--- src/rtl/tpu_host_bridge_if.sv ---
// rtl/tpu_host_bridge_if.sv - host request/response bus for the TPU host bridge
interface tpu_host_bridge_if #(
    parameter int DATAW = 64,
    parameter int ADDRW = 16
);
    logic             req_valid;
    logic             req_ready;
    logic             req_wr;
    logic [ADDRW-1:0] req_addr;
    logic [DATAW-1:0] req_data;
    logic             rsp_valid;
    logic [DATAW-1:0] rsp_data;
    logic             rsp_err;
    logic             busy;

    // host side: issues requests, observes responses
    modport master (
        output req_valid, req_wr, req_addr, req_data,
        input  req_ready, rsp_valid, rsp_data, rsp_err, busy
    );

    // bridge side
    modport slave (
        input  req_valid, req_wr, req_addr, req_data,
        output req_ready, rsp_valid, rsp_data, rsp_err, busy
    );
endinterface

--- src/rtl/tpu_host_bridge.sv ---
// rtl/tpu_host_bridge.sv - host request to TPU single-cycle access bridge (optional TPU_BRIDGE_ADDRCHK_EN)
module tpu_host_bridge #(
    parameter int DATAW = 64,
    parameter int ADDRW = 16,
    parameter int DIM   = 8
) (
    input  logic             clk,
    input  logic             rst_n,
    tpu_host_bridge_if.slave host,
    output logic             tpu_r_w,
    output logic [ADDRW-1:0] tpu_addr,
    output logic [DATAW-1:0] tpu_dataIn,
    input  logic [DATAW-1:0] tpu_dataOut
);

    localparam logic [1:0] IDLE      = 2'd0;
    localparam logic [1:0] ISSUE     = 2'd1;
    localparam logic [1:0] MULT_WAIT = 2'd2;
    localparam logic [1:0] RESP      = 2'd3;

    localparam int MULT_CYCLES = 3 * DIM - 2;
    localparam int CNTW        = (MULT_CYCLES < 2) ? 1 : $clog2(MULT_CYCLES + 1);

    localparam logic [ADDRW-1:0] START_ADDR = ADDRW'(16'h0400);

    logic [1:0]       state;
    logic [CNTW-1:0]  cnt;
    logic             wr_q;
    logic             ok_q;
    logic [DATAW-1:0] rsp_data_q;
    logic             addr_ok;

`ifdef TPU_BRIDGE_ADDRCHK_EN
    // Only the documented TPU windows are reachable; reads only from the result window.
    always_comb begin
        addr_ok = 1'b0;
        if (host.req_wr) begin
            if ((host.req_addr >= ADDRW'(16'h0100) && host.req_addr <= ADDRW'(16'h013F)) ||
                (host.req_addr >= ADDRW'(16'h0200) && host.req_addr <= ADDRW'(16'h023F)) ||
                (host.req_addr >= ADDRW'(16'h0300) && host.req_addr <= ADDRW'(16'h037F)) ||
                (host.req_addr == START_ADDR))
                addr_ok = 1'b1;
        end else begin
            if (host.req_addr >= ADDRW'(16'h0300) && host.req_addr <= ADDRW'(16'h037F))
                addr_ok = 1'b1;
        end
    end

    assign host.rsp_err = (state == RESP) && !ok_q;
`else
    assign addr_ok      = 1'b1;
    assign host.rsp_err = 1'b0;
`endif

    // Request capture, TPU access, multiply hold-off and response sequencing.
    always_ff @(posedge clk or negedge rst_n) begin
        if (!rst_n) begin
            state      <= IDLE;
            cnt        <= '0;
            wr_q       <= 1'b0;
            ok_q       <= 1'b0;
            tpu_addr   <= '0;
            tpu_dataIn <= '0;
            rsp_data_q <= '0;
        end else begin
            case (state)
                IDLE: begin
                    if (host.req_valid) begin
                        wr_q       <= host.req_wr;
                        ok_q       <= addr_ok;
                        tpu_addr   <= host.req_addr;
                        tpu_dataIn <= host.req_data;
                        state      <= ISSUE;
                    end
                end
                ISSUE: begin
                    // tpu_dataOut is combinational from tpu_addr, so it is valid here.
                    rsp_data_q <= (!wr_q && ok_q) ? tpu_dataOut : '0;
                    if (wr_q && ok_q && tpu_addr == START_ADDR) begin
                        cnt   <= CNTW'(MULT_CYCLES);
                        state <= MULT_WAIT;
                    end else begin
                        state <= RESP;
                    end
                end
                MULT_WAIT: begin
                    cnt <= cnt - 1'b1;
                    if (cnt == CNTW'(1))
                        state <= RESP;
                end
                RESP: begin
                    rsp_data_q <= '0;
                    state      <= IDLE;
                end
                default: state <= IDLE;
            endcase
        end
    end

    // Status and strobes decode straight from state so reset clears them at once.
    always_comb begin
        tpu_r_w        = (state == ISSUE) && wr_q && ok_q;
        host.req_ready = (state == IDLE);
        host.busy      = (state != IDLE);
        host.rsp_valid = (state == RESP);
        host.rsp_data  = rsp_data_q;
    end

endmodule

--- src/flat_wrapper.sv ---
// flat-port wrapper written by rule: the top's interface ports become plain ports
module tpu_host_bridge_flat 
#(
    parameter int DATAW = 64,
    parameter int ADDRW = 16,
    parameter int DIM   = 8
)
  (clk, rst_n, tpu_r_w, tpu_addr, tpu_dataIn, tpu_dataOut, host_req_valid, host_req_wr, host_req_addr, host_req_data, host_req_ready, host_rsp_valid, host_rsp_data, host_rsp_err, host_busy);
  tpu_host_bridge_if #(.DATAW(DATAW), .ADDRW(ADDRW)) host_i ();
  input  logic clk;
  input  logic rst_n;
  output logic tpu_r_w;
  output logic [ADDRW-1:0] tpu_addr;
  output logic [DATAW-1:0] tpu_dataIn;
  input  logic [DATAW-1:0] tpu_dataOut;
  input wire logic [$bits(host_i.req_valid)-1:0] host_req_valid;
  input wire logic [$bits(host_i.req_wr)-1:0] host_req_wr;
  input wire logic [$bits(host_i.req_addr)-1:0] host_req_addr;
  input wire logic [$bits(host_i.req_data)-1:0] host_req_data;
  output wire logic [$bits(host_i.req_ready)-1:0] host_req_ready;
  output wire logic [$bits(host_i.rsp_valid)-1:0] host_rsp_valid;
  output wire logic [$bits(host_i.rsp_data)-1:0] host_rsp_data;
  output wire logic [$bits(host_i.rsp_err)-1:0] host_rsp_err;
  output wire logic [$bits(host_i.busy)-1:0] host_busy;
  assign host_i.req_valid = host_req_valid;
  assign host_i.req_wr = host_req_wr;
  assign host_i.req_addr = host_req_addr;
  assign host_i.req_data = host_req_data;
  assign host_req_ready = host_i.req_ready;
  assign host_rsp_valid = host_i.rsp_valid;
  assign host_rsp_data = host_i.rsp_data;
  assign host_rsp_err = host_i.rsp_err;
  assign host_busy = host_i.busy;
  tpu_host_bridge #(.DATAW(DATAW), .ADDRW(ADDRW), .DIM(DIM)) u_core (.clk(clk), .rst_n(rst_n), .host(host_i), .tpu_r_w(tpu_r_w), .tpu_addr(tpu_addr), .tpu_dataIn(tpu_dataIn), .tpu_dataOut(tpu_dataOut));
endmodule
--- config.mk ---
export PLATFORM = sky130hd
export DESIGN_NAME = tpu_host_bridge_flat
export DESIGN_NICKNAME = d
export VERILOG_FILES = /design/src/rtl/tpu_host_bridge_if.sv /design/src/rtl/tpu_host_bridge.sv /design/src/flat_wrapper.sv
export SDC_FILE = /design/constraint.sdc
export NUM_CORES = 1
export LEC_CHECK = 0
export CAP_MARGIN = 20
export CORE_MARGIN = 2
export CORE_UTILIZATION = 40
export DETAILED_ROUTE_END_ITERATION = 7
export DONT_BUFFER_PORTS = 1
export GPL_TIMING_DRIVEN = 1
export HOLD_SLACK_MARGIN = 0.1
export MAX_ROUTING_LAYER = met4
export PLACE_DENSITY = 0.58
export SYNTH_ARGS = -nofsm -noshare
export SYNTH_HDL_FRONTEND = slang
export SYNTH_SLANG_ARGS = --single-unit
--- constraint.sdc ---
create_clock -name clk -period 3.45 [get_ports clk]
set_input_delay 0.8625 -clock clk [delete_from_list [all_inputs] [get_ports clk]]
set_output_delay 0.8625 -clock clk [all_outputs]
set_load 0.01 [all_outputs]
==> qor_table.md <==
| Item | Value | Unit |
|:---|:---|:---|
| Yosys reg bits | 153 | - |
| Reg-to-Reg Start | u_core.state[1] | - |
| Share of synthesized registers carrying an async set or reset | 1.000 | - |
| Number of antenna-violating nets in the routed design | 0 | - |
| Clock latency at the later pin of the worst-skew pair | 0.41 | ns |
| Quantity of I/O buffers inserted on ports | 0 | - |
| Number of DRC violations after detailed routing | 0 | - |
| Post-synth EDFFs | 0 | - |
| Routed vias | 3733 | - |
| Count of maximum capacitance violations | 0 | - |
| Number of cells produced by synthesis | 469 | - |
| Layout cell share with drive strength beyond 1 | 0.2706 | - |
| Most used flip-flop cell after synthesis | dfrtp_1 | - |
| CTS tree | done | - |
| Wire length after detailed routing | 14130 | microns |
| Crit path launch type | flip-flop | - |
| Routed via count divided by cell count | 5.630 | - |
| Layout Nets | 614 | - |
| Cell area after layout | 0.006829 | sq mm |
| Netlist area before placement | 0.006111 | sq mm |
| Number of synthesis warnings | 0 | - |
| Worst EP required | 2.59 | ns |
| Initial DRC count | 164 | - |
| Placement Rows | 45 | - |
| Critical-path maximum fanout | 11 | - |
| Area of the die | 0.01628 | sq mm |
| Dpl hpwl | 9678 | microns |
| Setup tns final | 0 | ns |
| Final Skew | 0.007748 | ns |
| Worst slew margin relative to its limit | 0.5597 | - |
| Drt first pass iters | 4 | - |
| Vias in the first global route | 3905 | - |
| Layout overhead on the synthesized area | 11.75 | % |
| Post-route minimum period | 2.467 | ns |
| Commonest non-fill, non-tap cell in the layout | dfrtp_1 | - |
| Cell breakdown of the critical path | inv_1 -> ha_1 -> and3_1 | - |
| Library cell contributing the largest single delay on the critical path | dfrtp_1 | - |
| Horizontal die dimension | 127.6 | microns |
| Crit path DAT | 1.60 | ns |
| Placed instance area | 0.006254 | sq mm |
| Gr usage total | 0.1752 | - |
| Num Clock Sinks | 153 | - |
| GR Overflow Total | 0 | - |
| Postcts setup bufs | 0 | - |
| Maximum number of buffers from clock root to sink | 2 | - |
| Pin count of the biggest net entering global routing | 154 | - |
| RePlAce Congestion | 0.7328 | - |
| Wire length of the first global-routing pass | 21160 | microns |
| Clock root buffer | clkbuf_16 | - |
| Final-report setup violation count | 0 | - |
| Core area | 0.01509 | sq mm |
| Top library cells by usage in the layout, fill and taps aside | dfrtp_1 (153), mux2_2 (82), nor2_1 (68), a22oi_1 (64), clkbuf_16 (17) | - |
| Final routed wire length divided by cell count | 21.32 | microns |
| Fmax | 0.4053 | GHz |
| CTS resizes | 0 | - |
| Worst R2R Path Depth | 7 | - |
| CP startpoint | u_core.state[1] | - |
| Number of buffers created by CTS | 17 | - |
| Pwr/cell area | 1096 | mW/mm^2 |
| Fin crit share | 0.7151 | - |
| Status | finished, final reports clean | - |
| Vertical die dimension | 127.6 | microns |
| Worst VDD drop | 0.4538 | mV |
| Number of antenna violations at the first check in global routing | 2 | - |
| Synth cell types | 37 | - |
| Post-synth net total | 623 | - |
| R2R setup slack | 1.11 | ns |
| Sequential element share of the synthesized area | 0.6265 | - |
| Critical path class | reg2out | - |
| Static power due to leakage | 3.023 | nW |
| Hold/Removal Path Class | in2async | - |
| Clock transition at the registers of the reported paths | 0.06 | ns |
| Number of failing hold endpoints at the final stage | 0 | - |
| Highest cell delay on the worst timing path | 0.42 | ns |
| Category of the worst setup path capture point | output pin | - |
| Synth Area per Inst | 13.03 | sq um |
| Unrepaired setup endpoints after global routing | false | - |
| I/O pins | 297 | - |
| Worst R2R End | u_core.host.rsp_data[54] | - |
| Starting density of the core | 0.4050 | - |
| CTS Hold Bufs | 0 | - |
| Max Transition Viols Final | 0 | - |
| Actual slew at the worst max-slew pin | 0.6604 | ns |
| Max H-tree Level | 4 | - |
[per-layer routing]
metal | vias up | share of wire | global-route usage
met5 | - | 0 | -
met4 | 0 | 0.013 | 0.05365
met3 | 13 | 0.13 | 0.09422
met2 | 232 | 0.50 | 0.2866
met1 | 1835 | 0.36 | 0.1826
li1 | 1653 | - | -
[worst max-delay path by stage]
| stage | slack, ns | end | cells after the start |
|---|---|---|---|
| finish | 0.98 | tpu_r_w | 3 |
| global placement | 1.22 | u_core.host.rsp_data[29] | 7 |
| detailed placement | 1.13 | u_core.host.rsp_data[55] | 7 |
| floorplan | 1.56 | u_core.tpu_addr[10] | 4 |
| global route | 0.84 | tpu_r_w | 3 |
| CTS | 0.94 | tpu_r_w | 3 |
[cell type report]
| type | instances | area (sq um) |
|---|---|---|
| fill | 1380 | 8260 |
| inverter | 9 | 33.78 |
| antenna | 2 | 5.005 |
| sequential | 153 | 3829 |
| timing repair buffer | 4 | 55.05 |
| clock buffer | 18 | 439.2 |
| multi-input combinational | 275 | 2121 |
| clock inverter | 14 | 111.4 |
| tap | 188 | 235.2 |
[flip-flops by register name, indices dropped and copies added (netlist names)]
signal                flops
u_core.tpu_dataIn        64
u_core.state              2
u_core.host.rsp_data     64
u_core.tpu_addr          16
u_core.ok_q               1
u_core.wr_q               1
u_core.cnt                5
[where the power goes]
group	switching [mW]	internal (mW)
clock network	0.757	0.952
registers	1.17	2.69
logic	0.942	0.969
total	2.87	4.61
[stage by stage]
step                      hold WS (ns)  setup slack (ns)  power, mW  utilization  cells
after floorplan                 0.4626             1.557      5.251            -    469
after global placement          0.5348             1.221      5.721       0.4144    628
after detailed placement        0.5419             1.132      5.819       0.4144    628
after CTS                       0.1150            0.9450      7.566       0.4509    660
after global routing            0.1103            0.8431      7.995       0.4526    663
final                           0.1449            0.9830      7.487       0.4526    663
[cell usage after synthesis, types with 2 or more instances]
master	instances	share of area
a21oi_1	5	0.0041
a22oi_1	64	0.079
a31oi_1	2	0.0020
and3_1	2	0.0020
buf_2	15	0.012
clkbuf_1	15	0.0092
dfrtp_1	153	0.63
ha_1	6	0.012
inv_1	8	0.0049
mux2_2	82	0.15
nand2_1	6	0.0037
nand2b_1	3	0.0031
nand3_1	4	0.0033
nand4_1	2	0.0020
nor2_1	68	0.042
nor2b_1	2	0.0020
nor3_1	4	0.0033
o211ai_1	2	0.0025
o21ai_0	7	0.0057
or3_1	2	0.0020
[critical path: cells and delay by family, from the launching register on]
kind | cells | cell delay, ns
flip-flops | 1 | 0.42
adder cells (fa/ha/maj) | 1 | 0.39
buffers and inverters | 1 | 0.10
AND/OR/NAND/NOR | 1 | 0.28
[cell families after synthesis]
kind of cell / Yosys count / share of synthesized area
flip-flops: 153 / 0.6265
AND/OR/NAND/NOR: 101 / 0.07985
AO/OA/AOI/OAI: 84 / 0.09910
multiplexers: 83 / 0.1527
buffers and inverters: 41 / 0.02887
adder cells (fa/ha/maj): 6 / 0.01228
other: 1 / 0.0006137
No activity file was read; power rests on OpenSTA's default activity.
